<file path="src/rtl/uart_pkg.sv">
// Shared definitions for the UART TX scheduling slice.
//   tx_state_e    : scheduler FSM state encoding
//   C_TAG_BASE    : upper bits of the channel-tag byte
//   C_DEFAULT_DIV : TX clock divider after reset (50 MHz / 115200)
//   WD_W          : width of the per-byte watchdog counter
//   IDX_W         : width of requester indices (up to 8 requesters)
//   rr_next       : round-robin pointer advance with wrap
package uart_pkg;

    typedef enum logic [2:0] {
        ST_IDLE      = 3'd0,
        ST_SEND_TAG  = 3'd1,
        ST_WAIT_TAG  = 3'd2,
        ST_SEND_DATA = 3'd3,
        ST_WAIT_DATA = 3'd4
    } tx_state_e;

    localparam logic [7:0] C_TAG_BASE    = 8'hA0;
    localparam logic [9:0] C_DEFAULT_DIV = 10'd434;
    localparam int         WD_W          = 16;
    localparam int         IDX_W         = 3;

    // Index following idx, wrapping to 0 after the last requester.
    function automatic logic [IDX_W-1:0] rr_next(input logic [IDX_W-1:0] idx,
                                                 input logic [IDX_W-1:0] last);
        if (idx >= last) begin
            rr_next = '0;
        end else begin
            rr_next = idx + IDX_W'(1);
        end
    endfunction

endpackage

</file>
<file path="src/rtl/uart_rr_arbiter.sv">
// Combinational round-robin arbiter: picks the first requester at or above
// the pointer, wrapping around. Shared between the TX scheduler and RX routing.
//   iReq    : request vector
//   iPtr    : search start index (must be < C_NUM_REQ)
//   oWinner : one-hot winner, 0 when no request
//   oIdx    : index of the winner
//   oValid  : at least one request present
module uart_rr_arbiter
    import uart_pkg::*;
#(
    parameter int C_NUM_REQ = 4
) (
    input  logic [C_NUM_REQ-1:0] iReq,
    input  logic [IDX_W-1:0]     iPtr,
    output logic [C_NUM_REQ-1:0] oWinner,
    output logic [IDX_W-1:0]     oIdx,
    output logic                 oValid
);

    localparam int               LW    = (C_NUM_REQ > 2) ? $clog2(C_NUM_REQ) : 1;
    localparam logic [IDX_W:0]   NUM_L = (IDX_W+1)'(C_NUM_REQ);

    logic [IDX_W:0] cand_s;

    // Walk the requesters starting at the pointer; the first hit wins.
    always_comb begin
        oWinner = '0;
        oIdx    = '0;
        oValid  = 1'b0;
        cand_s  = '0;
        for (int i = 0; i < C_NUM_REQ; i++) begin
            cand_s = {1'b0, iPtr} + (IDX_W+1)'(i);
            if (cand_s >= NUM_L) begin
                cand_s = cand_s - NUM_L;
            end else begin
                cand_s = cand_s;
            end
            if (!oValid && iReq[cand_s[LW-1:0]]) begin
                oValid                   = 1'b1;
                oWinner[cand_s[LW-1:0]]  = 1'b1;
                oIdx                     = cand_s[IDX_W-1:0];
            end else begin
                oValid = oValid;
            end
        end
    end

endmodule

</file>
<file path="src/rtl/uart_tx_scheduler.sv">
// Shares one UART transmitter among C_NUM_REQ byte requesters (round robin),
// optionally prefixing each byte with a channel tag, latching TX config only
// at grant time and aborting any byte that exceeds the watchdog budget.
//   iReq_Val/iReq_Data/oReq_Ack : requester side (data held until ack)
//   iTag_en                     : send tag byte before each data byte
//   iCfg_*  -> oTx_*            : TX config, sampled at grant
//   oTx_Val/oTx_Data            : one-cycle send strobe and byte
//   iTx_Rdy/iTx_done            : transmitter idle / byte finished
//   oGrant/oBusy/oTimeout       : status
module uart_tx_scheduler #(
    parameter int          C_NUM_REQ     = 4,
    parameter logic [9:0]  C_DEFAULT_DIV = uart_pkg::C_DEFAULT_DIV,
    parameter logic [15:0] C_TIMEOUT     = 16'd8000,
    parameter logic [7:0]  C_TAG_BASE    = uart_pkg::C_TAG_BASE
) (
    input  logic                   Clk,
    input  logic                   Rst_n,
    input  logic [C_NUM_REQ-1:0]   iReq_Val,
    input  logic [8*C_NUM_REQ-1:0] iReq_Data,
    output logic [C_NUM_REQ-1:0]   oReq_Ack,
    input  logic                   iTag_en,
    input  logic [9:0]             iCfg_Clk_Div,
    input  logic                   iCfg_Check_odd,
    input  logic                   iCfg_Check_even,
    output logic [9:0]             oTx_Clk_Div,
    output logic                   oTx_Check_odd,
    output logic                   oTx_Check_even,
    output logic                   oTx_Val,
    output logic [7:0]             oTx_Data,
    input  logic                   iTx_Rdy,
    input  logic                   iTx_done,
    output logic [C_NUM_REQ-1:0]   oGrant,
    output logic                   oBusy,
    output logic                   oTimeout
);

    import uart_pkg::*;

    localparam logic [IDX_W-1:0] LAST_IDX = IDX_W'(C_NUM_REQ - 1);
    localparam logic [WD_W-1:0]  WD_LAST  = C_TIMEOUT - WD_W'(1);

    tx_state_e            state_r, state_s;
    logic [IDX_W-1:0]     ptr_r, ptr_s, win_idx_r, win_idx_s;
    logic [C_NUM_REQ-1:0] grant_r, grant_s, ack_r, ack_s;
    logic [7:0]           byte_r, byte_s, tx_data_r, tx_data_s, req_byte_s;
    logic                 tx_val_r, tx_val_s, timeout_r, timeout_s, busy_r;
    logic [9:0]           div_r, div_s;
    logic                 odd_r, odd_s, even_r, even_s;
    logic [WD_W-1:0]      wd_r, wd_s;
    logic                 done_prev_r, done_rise_s, wd_expired_s;
    logic [C_NUM_REQ-1:0] arb_win_s;
    logic [IDX_W-1:0]     arb_idx_s;
    logic                 arb_any_s;

    uart_rr_arbiter #(.C_NUM_REQ(C_NUM_REQ)) u_arb (
        .iReq    (iReq_Val),
        .iPtr    (ptr_r),
        .oWinner (arb_win_s),
        .oIdx    (arb_idx_s),
        .oValid  (arb_any_s)
    );

    assign done_rise_s  = iTx_done & ~done_prev_r;
    assign wd_expired_s = (wd_r == WD_LAST);

    // One-hot mux of the winning requester's byte.
    always_comb begin
        req_byte_s = 8'd0;
        for (int k = 0; k < C_NUM_REQ; k++) begin
            req_byte_s = req_byte_s | ({8{arb_win_s[k]}} & iReq_Data[8*k +: 8]);
        end
    end

    // Next-state and next-output logic of the scheduler FSM.
    always_comb begin
        state_s   = state_r;
        ptr_s     = ptr_r;
        win_idx_s = win_idx_r;
        grant_s   = grant_r;
        ack_s     = '0;
        byte_s    = byte_r;
        tx_data_s = tx_data_r;
        tx_val_s  = 1'b0;
        timeout_s = 1'b0;
        div_s     = div_r;
        odd_s     = odd_r;
        even_s    = even_r;
        wd_s      = wd_r;
        case (state_r)
            ST_IDLE: begin
                if (arb_any_s) begin
                    state_s   = iTag_en ? ST_SEND_TAG : ST_SEND_DATA;
                    grant_s   = arb_win_s;
                    ack_s     = arb_win_s;
                    win_idx_s = arb_idx_s;
                    byte_s    = req_byte_s;
                    div_s     = iCfg_Clk_Div;
                    odd_s     = iCfg_Check_odd;
                    even_s    = iCfg_Check_even;
                    wd_s      = '0;
                end else begin
                    state_s = ST_IDLE;
                end
            end
            ST_SEND_TAG, ST_SEND_DATA: begin
                // Expiry beats a late ready so an aborted byte is never started.
                if (wd_expired_s) begin
                    state_s   = ST_IDLE;
                    grant_s   = '0;
                    ptr_s     = rr_next(win_idx_r, LAST_IDX);
                    timeout_s = 1'b1;
                end else if (iTx_Rdy) begin
                    tx_val_s  = 1'b1;
                    tx_data_s = (state_r == ST_SEND_TAG)
                                ? (C_TAG_BASE | {5'd0, win_idx_r}) : byte_r;
                    state_s   = (state_r == ST_SEND_TAG) ? ST_WAIT_TAG : ST_WAIT_DATA;
                    wd_s      = wd_r + WD_W'(1);
                end else begin
                    wd_s = wd_r + WD_W'(1);
                end
            end
            ST_WAIT_TAG: begin
                if (done_rise_s) begin
                    state_s = ST_SEND_DATA;
                    wd_s    = '0;
                end else if (wd_expired_s) begin
                    state_s   = ST_IDLE;
                    grant_s   = '0;
                    ptr_s     = rr_next(win_idx_r, LAST_IDX);
                    timeout_s = 1'b1;
                end else begin
                    wd_s = wd_r + WD_W'(1);
                end
            end
            ST_WAIT_DATA: begin
                // A done edge on the expiry cycle still completes the byte.
                if (done_rise_s) begin
                    state_s = ST_IDLE;
                    grant_s = '0;
                    ptr_s   = rr_next(win_idx_r, LAST_IDX);
                end else if (wd_expired_s) begin
                    state_s   = ST_IDLE;
                    grant_s   = '0;
                    ptr_s     = rr_next(win_idx_r, LAST_IDX);
                    timeout_s = 1'b1;
                end else begin
                    wd_s = wd_r + WD_W'(1);
                end
            end
            default: begin
                state_s = ST_IDLE;
                grant_s = '0;
            end
        endcase
    end

    // State and registered outputs.
    always_ff @(posedge Clk or negedge Rst_n) begin
        if (!Rst_n) begin
            state_r     <= ST_IDLE;
            ptr_r       <= '0;
            win_idx_r   <= '0;
            grant_r     <= '0;
            ack_r       <= '0;
            byte_r      <= 8'd0;
            tx_data_r   <= 8'd0;
            tx_val_r    <= 1'b0;
            timeout_r   <= 1'b0;
            busy_r      <= 1'b0;
            div_r       <= C_DEFAULT_DIV;
            odd_r       <= 1'b0;
            even_r      <= 1'b0;
            wd_r        <= '0;
            done_prev_r <= 1'b0;
        end else begin
            state_r     <= state_s;
            ptr_r       <= ptr_s;
            win_idx_r   <= win_idx_s;
            grant_r     <= grant_s;
            ack_r       <= ack_s;
            byte_r      <= byte_s;
            tx_data_r   <= tx_data_s;
            tx_val_r    <= tx_val_s;
            timeout_r   <= timeout_s;
            busy_r      <= (state_s != ST_IDLE);
            div_r       <= div_s;
            odd_r       <= odd_s;
            even_r      <= even_s;
            wd_r        <= wd_s;
            done_prev_r <= iTx_done;
        end
    end

    assign oReq_Ack       = ack_r;
    assign oGrant         = grant_r;
    assign oTx_Val        = tx_val_r;
    assign oTx_Data       = tx_data_r;
    assign oTimeout       = timeout_r;
    assign oBusy          = busy_r;
    assign oTx_Clk_Div    = div_r;
    assign oTx_Check_odd  = odd_r;
    assign oTx_Check_even = even_r;

endmodule

</file>
<file path="config.mk">
export PLATFORM = sky130hd
export DESIGN_NAME = uart_tx_scheduler
export DESIGN_NICKNAME = d
export VERILOG_FILES = /design/src/rtl/uart_pkg.sv /design/src/rtl/uart_rr_arbiter.sv /design/src/rtl/uart_tx_scheduler.sv
export SDC_FILE = /design/constraint.sdc
export NUM_CORES = 1
export LEC_CHECK = 0
export CORE_MARGIN = 2
export CORE_UTILIZATION = 45
export CTS_CLUSTER_DIAMETER = 60
export CTS_CLUSTER_SIZE = 16
export DETAILED_ROUTE_END_ITERATION = 7
export PLACE_DENSITY = 0.75
export SLEW_MARGIN = 30
export SYNTH_ARGS = -nofsm -noshare
export SYNTH_HDL_FRONTEND = slang
export SYNTH_SLANG_ARGS = --single-unit
</file>
<file path="constraint.sdc">
create_clock -name Clk -period 3.1 [get_ports Clk]
set_clock_uncertainty 0.2 [all_clocks]
set_input_delay 0.31 -clock Clk [delete_from_list [all_inputs] [get_ports Clk]]
set_output_delay 0.31 -clock Clk [all_outputs]
set_load 0.02 [all_outputs]
</file>
==> impl_metrics.yaml <==
setup_path:
  worstSetupEndpointType: "flop"
  timing.reg2reg.setup_slack_ps: 210
  critical-path-top-delay-family: "simple AND/OR/NAND/NOR gates"
  path_class: "reg -> reg"
  cp_cell_sequence: "inv_1, ha_1, mux4_2, or2_0, nor3_4, a221o_2, a21oi_1, a31oi_1"
  cp_slowest_cell: "mux4_2"
  crit_fanout: 10
  timing.critical_path.buf_inv: 1
  r2r_cells: 8
  required_ps: 3170
  timing.rr.end: "byte_r[3]"
  arrival_ps: 2960
  worst_setup_path_start_kind: "flop"
  reg2reg_from: "ptr_r[0]"
  cpPeakStageDelay_ps: 620
routing:
  via_per_inst: 5.75
  drc_errors: 0
  wire_per_inst_um: 16.0
  finalWirelength_mm: 10.4
  drt_iter0_markers: 243
  firstDrtPassIters: 5
  postRouteAntennaNets: 0
  via_count: 3721
clocking:
  cts_tree: "done"
  htree_levels: 3
  path_clk_slew_ps: 70
  insertion_delay_ps: 350
  numCtsBuffers: 9
  clockBufferDepth: 2
  cts_setup_buffers: 0
  root_buffer: "clkbuf_8"
  cts_sinks: 65
pwr:
  p_sw_uw: 2440
  switching_share_pct: 45.5
  clkPwrFrac_pct: 11.9
  vdd_drop_max_uv: 592
  internal_power_uw: 2920
  power_frac_seq_pct: 26.3
  power.leakage_uw: 0.00216
  combPwrFrac_pct: 61.8
  power_per_cell_area_nw_per_um2: 1060
run_status:
  status: "finished, final reports clean"
timing:
  setup_slack_ps: 212
  tns_ps: 0
  tightest_slew_ps: 577
  hold_viol: 0
  slew_violations: 0
  setup_viol: 0
  period_minus_slack_ps: 2890
  finalCritPeriodShare_pct: 93.2
  max_freq_ghz: 0.346
  relSlewSlack_pct: 61.2
  rsz0062_at_grt: "false"
place:
  io_buffer_count: 83
  dp_hpwl_mm: 7.67
  gp_routability_congestion: 0.843
  preCtsSetupSlack_ps: 101
yosys:
  synth-adder-area-share_pct: 2.91
  synth.area.mux_share_pct: 4.89
  synth_top_area_share_pct: 38.8
  syn_nets: 507
  synth-compound-area-share_pct: 23.4
  ys_types: 55
  synth_xor_area_share_pct: 0
  ys_top_cells_by_area: "dfrtp_1, nand2_1, nor2_1"
  yosysSeqAreaShare_pct: 42.2
  synth_area_leader_cell: "dfrtp_1"
  yosysMostFrequentCell: "nand2_1"
  synth_top_family_by_area: "compound AO/OA/AOI/OAI gates"
  synth-simple-area-share_pct: 21.7
  async_flop_share_pct: 100
  ys_ff_latch: 65
  synth_warnings: 0
  postSynthAreaPerCell_sq_um: 8.69
  synth_commonest_cells: "nand2_1, dfrtp_1, nor2_1, o21ai_0, a21oi_1"
  synth_edf_count: 0
  netlist_area_sq_um: 3870
  ys.flop_type: "dfrtp_1"
  postSynthCellCount: 445
global_routing:
  grt_max_degree: 32
  overflow: 0
  grt_pass1_vias: 3730
  antenna_found_initial: 0
  grt_pass1_wl_mm: 17.5
  grt_usage_pct: 22.5
final_layout:
  diodes: 0
  syn_to_final_growth_pct: 31.0
  finalNetCount: 599
  drive_above_1_share_pct: 11.3
die:
  die-area_sq_um: 9350
  dieWidth_um: 96.7
  io_pins: 84
  die_height_um: 96.7
  start_util_pct: 46.8
  rows: 33
  core_area_sq_um: 8260
job:
  maxCapViolations: 0
hold_path:
  min-delay-path-class: "in -> async"
==> layer usage <==
metal | vias to the layer above | wire length [um] | GRT usage (%)
li1 | 1803 | - | -
met1 | 1746 | 4480 | 28.4
met2 | 149 | 5070 | 38.4
met3 | 23 | 577 | 3.83
met4 | 0 | 235 | 8.78
met5 | - | 0 | 0
==> worst max path at each step <==
stage / startpoint / end / slack (ps) / cells past startpoint
CTS: ptr_r[0] / byte_r[7] / 140 / 8
detailed placement: iReq_Val[3] / byte_r[7] / 100 / 6
floorplan: ptr_r[1] / byte_r[2] / 80 / 11
global placement: iReq_Val[3] / byte_r[6] / 150 / 6
finish: ptr_r[0] / byte_r[3] / 210 / 8
global route: ptr_r[0] / byte_r[6] / 9 / 8
==> cell families after synthesis <==
kind of cell / Yosys count
AND/OR/NAND/NOR: 182
AO/OA/AOI/OAI: 134
flip-flops: 65
buffers and inverters: 42
multiplexers: 13
adder cells (fa/ha/maj): 9
==> cell type report <==
type / instances / area, sq um
Sequential cell: 65 / 1630
Fill cell: 722 / 3190
Inverter: 20 / 75.1
Clock buffer: 12 / 145
Clock inverter: 4 / 28.8
Multi-Input combinational cell: 338 / 2050
Tap cell: 105 / 131
Timing Repair Buffer: 103 / 1000
==> power groups by stage <==
stage	Clock [uW]	Combinational, uW	Sequential, uW
detailed placement	0	3290	1420
global placement	0	3200	1410
CTS	652	3300	1410
finish	639	3310	1410
global route	686	3620	1450
floorplan	0	1940	1580
==> placed cells by master, fill, tap and decap left out, drive strengths merged, types with 18 or more instances in the layout <==
master	count
nand2	85
clkdlybuf4s50	82
dfrtp	60
nor2	39
o21ai	27
a21oi	25
inv	21
a22oi	20
buf	20
a31oi	18
==> state kept, by name, indices dropped and copies added (netlist names) <==
signal / flops
oReq_Ack: 4
wd_r: 16
oTx_Check_even: 1
done_prev_r: 1
state_r: 3
oTx_Val: 1
ptr_r: 3
oTimeout: 1
oTx_Check_odd: 1
oBusy: 1
byte_r: 8
oTx_Clk_Div: 10
oGrant: 4
oTx_Data: 8
win_idx_r: 3
==> through the flow <==
| stage | util (%) | cells | total power, uW | hold WS [ps] | area [sq um] |
|---|---|---|---|---|---|
| 2_1_floorplan | - | 445 | 3520 | -186 | 3870 |
| 3_3_place_gp | 59.0 | 630 | 4610 | 7.28 | 4880 |
| 3_5_place_dp | 59.0 | 630 | 4710 | 2.71 | 4880 |
| 4_1_cts | 61.3 | 647 | 5360 | 168 | 5060 |
| 5_1_grt | 61.3 | 647 | 5750 | 196 | 5060 |
| 6_report | 61.3 | 647 | 5360 | 168 | 5060 |
==> timing repair <==
action	in CTS	in global routing
hold buffers	1	0
hold endpoints to repair	12	0
endpoints found under the setup margin	0	8
gates resized for setup	0	1
Power figures use the tool's default switching activity.
